### src/rtl/fir_fsm.sv
// fir_fsm: control sequencer for one FIR filtering run.
// Drives the sample counter strobes, sweeps the coefficient taps for each
// sample, steers the MAC datapath and hands every result downstream with a
// valid/ready handshake. All outputs are registered from the next state.
module fir_fsm #(
  parameter int N_TAPS_MAX = 32,
  parameter int MAC_LAT    = 2
) (
  input  logic        clk_b,
  input  logic        rst_n,
  input  logic        start,
  input  logic [13:0] ile_probek,
  input  logic [5:0]  ile_wsp,
  input  logic [12:0] A_probki_FIR,
  input  logic        licznik_full,
  output logic        FSM_zapisz_probki,
  output logic        FSM_reset_licznik,
  output logic        FSM_nowa_probka,
  output logic [13:0] ile_probek_licznik,
  output logic [4:0]  A_wsp,
  output logic [12:0] A_x,
  output logic        mac_clear,
  output logic        mac_en,
  output logic        wynik_valid,
  input  logic        wynik_ready,
  output logic        busy,
  output logic        done
);

  localparam logic [3:0] S_IDLE    = 4'd0;
  localparam logic [3:0] S_INIT    = 4'd1;
  localparam logic [3:0] S_MAC_CLR = 4'd2;
  localparam logic [3:0] S_MAC     = 4'd3;
  localparam logic [3:0] S_DRAIN   = 4'd4;
  localparam logic [3:0] S_WRITE   = 4'd5;
  localparam logic [3:0] S_NEXT    = 4'd6;
  localparam logic [3:0] S_CHECK   = 4'd7;
  localparam logic [3:0] S_DONE    = 4'd8;

  localparam logic [13:0] N_MAX      = 14'd8192;
  localparam logic [5:0]  T_MAX      = 6'(N_TAPS_MAX);
  localparam logic [7:0]  DRAIN_LAST = 8'(MAC_LAT - 1);

  logic [3:0]  state_q, state_d;
  logic [4:0]  k_q, k_d;
  logic [7:0]  drain_q, drain_d;
  logic [5:0]  taps_q, taps_d;
  logic [13:0] bound_q, bound_d;

  logic [13:0] n_clamp;
  logic [5:0]  t_clamp;
  logic        last_tap;

  logic        zapisz_q, zapisz_d;
  logic        rst_cnt_q, rst_cnt_d;
  logic        nowa_q, nowa_d;
  logic [4:0]  a_wsp_q, a_wsp_d;
  logic [12:0] a_x_q, a_x_d;
  logic        mac_clear_q, mac_clear_d;
  logic        mac_en_q, mac_en_d;
  logic        valid_q, valid_d;
  logic        busy_q, busy_d;
  logic        done_q, done_d;

  // Clamp the run parameters presented with start: N to 8192, T to 1..N_TAPS_MAX.
  always_comb begin
    n_clamp = (ile_probek > N_MAX) ? N_MAX : ile_probek;
    if (ile_wsp == 6'd0)       t_clamp = 6'd1;
    else if (ile_wsp > T_MAX)  t_clamp = T_MAX;
    else                       t_clamp = ile_wsp;
    last_tap = ({1'b0, k_q} == (taps_q - 6'd1));
  end

  // Next-state logic; run parameters are only captured on an accepted start.
  always_comb begin
    state_d = state_q;
    k_d     = k_q;
    drain_d = drain_q;
    taps_d  = taps_q;
    bound_d = bound_q;
    case (state_q)
      S_IDLE: begin
        if (start) begin
          taps_d  = t_clamp;
          bound_d = (n_clamp == 14'd0) ? 14'd0 : n_clamp - 14'd1;
          state_d = (n_clamp == 14'd0) ? S_DONE : S_INIT;
        end
      end
      S_INIT:    state_d = S_MAC_CLR;
      S_MAC_CLR: begin
        k_d     = 5'd0;
        state_d = S_MAC;
      end
      S_MAC: begin
        if (last_tap) begin
          drain_d = 8'd0;
          state_d = S_DRAIN;
        end else begin
          k_d = k_q + 5'd1;
        end
      end
      S_DRAIN: begin
        if (drain_q == DRAIN_LAST) state_d = S_WRITE;
        else                       drain_d = drain_q + 8'd1;
      end
      S_WRITE:   if (wynik_ready) state_d = S_NEXT;
      S_NEXT:    state_d = S_CHECK;
      // The counter flag is trusted only here, after NEXT has updated it.
      S_CHECK:   state_d = licznik_full ? S_DONE : S_MAC_CLR;
      S_DONE:    state_d = S_IDLE;
      default:   state_d = S_IDLE;
    endcase
  end

  // Moore outputs decoded from the next state so they register with it.
  // Taps reaching below sample 0 read zero, so mac_en is gated by k <= address.
  always_comb begin
    zapisz_d    = (state_d == S_INIT);
    rst_cnt_d   = (state_d == S_INIT);
    mac_clear_d = (state_d == S_MAC_CLR);
    mac_en_d    = (state_d == S_MAC) && ({8'd0, k_d} <= A_probki_FIR);
    a_wsp_d     = (state_d == S_MAC) ? k_d : 5'd0;
    a_x_d       = (state_d == S_MAC) ? (A_probki_FIR - {8'd0, k_d}) : 13'd0;
    valid_d     = (state_d == S_WRITE);
    nowa_d      = (state_d == S_NEXT);
    busy_d      = (state_d != S_IDLE);
    done_d      = (state_d == S_DONE);
  end

  // Control state and run parameters.
  always_ff @(posedge clk_b or negedge rst_n) begin
    if (!rst_n) begin
      state_q <= S_IDLE;
      k_q     <= 5'd0;
      drain_q <= 8'd0;
      taps_q  <= 6'd1;
      bound_q <= 14'd0;
    end else begin
      state_q <= state_d;
      k_q     <= k_d;
      drain_q <= drain_d;
      taps_q  <= taps_d;
      bound_q <= bound_d;
    end
  end

  // Registered output strobes and addresses.
  always_ff @(posedge clk_b or negedge rst_n) begin
    if (!rst_n) begin
      zapisz_q    <= 1'b0;
      rst_cnt_q   <= 1'b0;
      nowa_q      <= 1'b0;
      a_wsp_q     <= 5'd0;
      a_x_q       <= 13'd0;
      mac_clear_q <= 1'b0;
      mac_en_q    <= 1'b0;
      valid_q     <= 1'b0;
      busy_q      <= 1'b0;
      done_q      <= 1'b0;
    end else begin
      zapisz_q    <= zapisz_d;
      rst_cnt_q   <= rst_cnt_d;
      nowa_q      <= nowa_d;
      a_wsp_q     <= a_wsp_d;
      a_x_q       <= a_x_d;
      mac_clear_q <= mac_clear_d;
      mac_en_q    <= mac_en_d;
      valid_q     <= valid_d;
      busy_q      <= busy_d;
      done_q      <= done_d;
    end
  end

  assign FSM_zapisz_probki  = zapisz_q;
  assign FSM_reset_licznik  = rst_cnt_q;
  assign FSM_nowa_probka    = nowa_q;
  assign ile_probek_licznik = bound_q;
  assign A_wsp              = a_wsp_q;
  assign A_x                = a_x_q;
  assign mac_clear          = mac_clear_q;
  assign mac_en             = mac_en_q;
  assign wynik_valid        = valid_q;
  assign busy               = busy_q;
  assign done               = done_q;

endmodule

### config.mk
export PLATFORM = sky130hd
export DESIGN_NAME = fir_fsm
export DESIGN_NICKNAME = d
export VERILOG_FILES = /design/src/rtl/fir_fsm.sv
export SDC_FILE = /design/constraint.sdc
export NUM_CORES = 1
export LEC_CHECK = 0
export CAP_MARGIN = 20
export CORE_ASPECT_RATIO = 0.8
export CORE_MARGIN = 2
export CORE_UTILIZATION = 50
export DETAILED_ROUTE_END_ITERATION = 7
export PLACE_DENSITY = 0.91
export SYNTH_ARGS = -nofsm -noshare
export SYNTH_HDL_FRONTEND = slang
export SYNTH_SLANG_ARGS = --single-unit
### constraint.sdc
create_clock -name clk_b -period 10.2 [get_ports clk_b]
set_input_delay 2.04 -clock clk_b [delete_from_list [all_inputs] [get_ports clk_b]]
set_output_delay 2.04 -clock clk_b [all_outputs]
set_load 0.01 [all_outputs]
==> run_results.csv <==
group,metric,value,unit
status,status,"finished clean",
synth,postSynthCellCount,354,
clocking,hold_buffers,0,
clocking,cts_buffers,9,
worst_setup_path,r2r_cells,17,
die,start_util,52.3,%
clocking,clockRootBuffer,"clkbuf_8",
synth,synth_compound_area_share,15.4,%
route,dr_total_vias,2982,
die,num_io_pins,78,
clocking,cts_resized,0,
synth,async_reset_ff_share,100,%
global_route,grt_pass1_wl,13400,µm
pwr,p_sw_share,37.7,%
layout,syn2layout_area_growth,31.4,%
worst_setup_path,regToRegEndpoint,"A_x[6]",
route,drt_iter0_drc,219,
synth,netlist_area,0.00337,mm²
pwr,ir_worst_vdd,0.139,mV
clocking,cts_tree,"done",
clocking,cts_num_sinks,62,
worst_hold_path,worstHoldStart,"ile_probek_licznik[2]",
run,maxCapViolations,0,
global_route,grt_pass1_vias,2900,
layout,final_cells,522,
worst_hold_path,whs_path_depth,2,
synth,yosys_warnings,0,
sta,timing.final.crit_share,46.7,%
worst_setup_path,crit_required,10.42,ns
worst_setup_path,r2r_slack,6.23,ns
layout,fin_nets,482,
route,wl_per_cell,15.3,µm
clocking,clk_path_buf_depth,2,
sta,tns,0,ns
synth,synth_top_family_by_area,"simple AND/OR/NAND/NOR gates",
global_route,track_usage,23.1,%
placement,numPortBuffers,77,
placement,dpl.hpwl,5760,µm
placement,gp_congestion,0.895,
route,drc,0,
clocking,clkTransAtPathRegs,0.07,ns
die,dieArea,0.00742,mm²
pwr,combPwrFrac,47.7,%
sta,rsz0062_at_grt,"false",
worst_hold_path,whs_endpoint,"ile_probek_licznik[2]",
sta,hold_viol,0,
sta,max_freq,0.210,GHz
synth,muxShareOfSynthArea,0.928,%
synth,synthXorXnorAreaFrac,7.28,%
global_route,antenna_found_initial,0,
pwr,p_int,772,µW
pwr,pwr-share-clk,19.5,%
layout,diodes,0,
clocking,h-tree-depth,3,
worst_setup_path,cp_max_fo,16,
route,drt-pass1-iter-count,4,
synth,yosysSeqAreaShare,46.1,%
clocking,postCtsSetupBuffers,0,
die,core,0.00644,mm²
synth,syn_avg_cell_area,9.52,µm²
synth,synthAdderAreaFrac,4.31,%
worst_setup_path,worst_ep_arrival_time,4.98,ns
pwr,p_leak,0.00192,µW
sta,relSlewSlack,46.3,%
global_route,grt_overflow,0,
worst_setup_path,rr_startpoint,"taps_q[0]",
global_route,grt_max_degree,63,
pwr,switchingPower,466,µW
worst_setup_path,worst-setup-path-type,"in -> reg",
layout,fill_cells,481,
route,drt_wl_total,7990,µm
worst_hold_path,hp-class,"reg -> reg",
synth,synth_ff_type,"dfrtp_1",
synth,synthSimpleGateAreaFrac,23.2,%
pwr,power_density,280,mW/mm²
placement,dpl.cell_count,506,
layout,drive_gt1_share,7.76,%
die,die_h,77.4,µm
worst_setup_path,crit_chain,"clkdlybuf4s50_1 > clkinv_1 > nand2_1 > ha_1 > o2111ai_2 > o31ai_4 > inv_1 > or3_1",
die,rows,26,
sta,worstMarginPinSlew,0.804,ns
sta,period_minus_slack,4.76,ns
die,die_width,95.8,µm
worst_setup_path,end_kind,"flip-flop",
route,via_per_inst,5.71,
synth,synth_edf_count,0,
sta,finalSetupViolCount,0,
sta,worst_clock_skew,0.00725,ns
route,final_antenna_net_count,0,
synth,ys_seq_elements,62,
worst_setup_path,max_stage_delay,0.86,ns
synth,synth_nets,403,
pwr,power_frac_seq,32.8,%
worst_setup_path,cp_slowest_cell,"clkdlybuf4s50_1",
synth,synth.distinct_cells,57,
worst_setup_path,critPathLaunchType,"primary input",
sta,slew_viol_final,0,
clocking,clk_latency,0.34,ns
[layout by cell type (no fill, tap or decap), types with 10 or more instances in the layout]
| cell | Yosys | layout |
|---|---|---|
| a21oi_1 | 14 | 14 |
| clkbuf_8 | 0 | 10 |
| clkdlybuf4s50_1 | 0 | 76 |
| dfrtp_1 | 61 | 61 |
| ha_1 | 10 | 10 |
| inv_1 | 12 | 12 |
| nand2_1 | 38 | 38 |
| nand2b_1 | 10 | 10 |
| nand3_1 | 16 | 16 |
| nor2_1 | 41 | 41 |
| nor3_1 | 14 | 14 |
| o21ai_0 | 21 | 21 |
| xor2_1 | 19 | 19 |
[per-layer routing]
| layer | share of wire [%] | GRT usage, % | vias to the layer above | routed length, µm |
|---|---|---|---|---|
| met1 | 44 | 31.4 | 1439 | 3530 |
| met2 | 48 | 35.2 | 120 | 3830 |
| met5 | 0 | 0 | - | 0 |
| met4 | 1.9 | 8.00 | 0 | 154 |
| li1 | - | - | 1406 | - |
| met3 | 6.0 | 6.89 | 17 | 482 |
[power by group through the flow]
stage / logic, µW / clock network (µW) / registers, µW
2_1_floorplan: 348 / 0 / 417
3_3_place_gp: 561 / 0 / 404
3_5_place_dp: 583 / 0 / 408
4_1_cts: 591 / 243 / 404
5_1_grt: 651 / 260 / 415
6_report: 591 / 241 / 406
[cells in the mapped netlist (all sizes together), types with 3 or more instances]
cell,n,share of area [%]
a21o,3,0.67
a21oi,15,2.3
a22o,3,0.78
a32o,3,0.89
and2,3,0.59
and3,3,0.56
clkbuf,8,0.89
dfrtp,61,45
ha,10,3.7
inv,12,1.3
nand2,38,4.2
nand2b,11,2.3
nand3,16,2.4
nand4,3,0.56
nor2,41,4.6
nor2b,5,0.93
nor3,15,2.6
o211ai,4,0.89
o21a,4,0.89
o21ai,21,3.1
o22ai,3,0.56
o311ai,3,0.78
o31ai,5,1.5
or3,4,0.74
or4,3,0.89
xnor2,9,2.3
xor2,19,4.9
[worst max-delay path by stage]
| stage | start | end | slack (ns) | cells past startpoint |
|---|---|---|---|---|
| global placement | ile_probek[13] | state_q[0] | 5.32 | 8 |
| global route | ile_probek[13] | state_q[0] | 5.24 | 8 |
| detailed placement | ile_probek[13] | state_q[0] | 5.16 | 8 |
| CTS | ile_probek[13] | state_q[0] | 5.50 | 8 |
| finish | ile_probek[13] | state_q[0] | 5.44 | 8 |
| floorplan | ile_probek[13] | state_q[0] | 6.23 | 8 |
[kinds of logic after synthesis]
group | after synthesis
compound gates | 74
mux | 3
buf+inv | 23
flops | 62
fa+ha+maj | 11
xor+xnor | 28
simple gates | 153
[per-stage QoR]
stage	utilization [%]	worst slack, ns	hold WS [ns]	power (µW)	area [µm²]
after floorplan	-	6.23	0.470	765	3370
after global placement	65.3	5.32	0.467	965	4210
after detailed placement	65.3	5.16	0.469	991	4210
after CTS	68.7	5.50	0.485	1240	4430
after global routing	68.7	5.24	0.509	1330	4430
final	68.7	5.44	0.481	1240	4430
[cell type report]
class	count	area (µm²)	share of cell area (%)
Clock inverter	6	85.1	1.92
Timing Repair Buffer	78	773	17.5
Multi-Input combinational cell	269	1730	39.0
Inverter	13	48.8	1.10
Tap cell	84	105	2.37
Sequential cell	62	1550	35.1
Clock buffer	10	138	3.11
[worst max-delay path, delay by kind of cell]
kind	cells	cell delay [ns]
adder cells (fa/ha/maj)	1	0.29
AND/OR/NAND/NOR	2	0.54
buffers and inverters	3	1.44
AO/OA/AOI/OAI	2	0.66
[flip-flops by register name, summed over array words and instances, names as in the netlist]
register,cells
busy,1
done,1
ile_probek_licznik,14
A_x,13
k_q,5
wynik_valid,1
drain_q,8
FSM_nowa_probka,1
mac_en,1
state_q,4
mac_clear,1
FSM_reset_licznik,1
taps_q,6
A_wsp,5
Note: power is estimated with default switching activity, not from simulation.
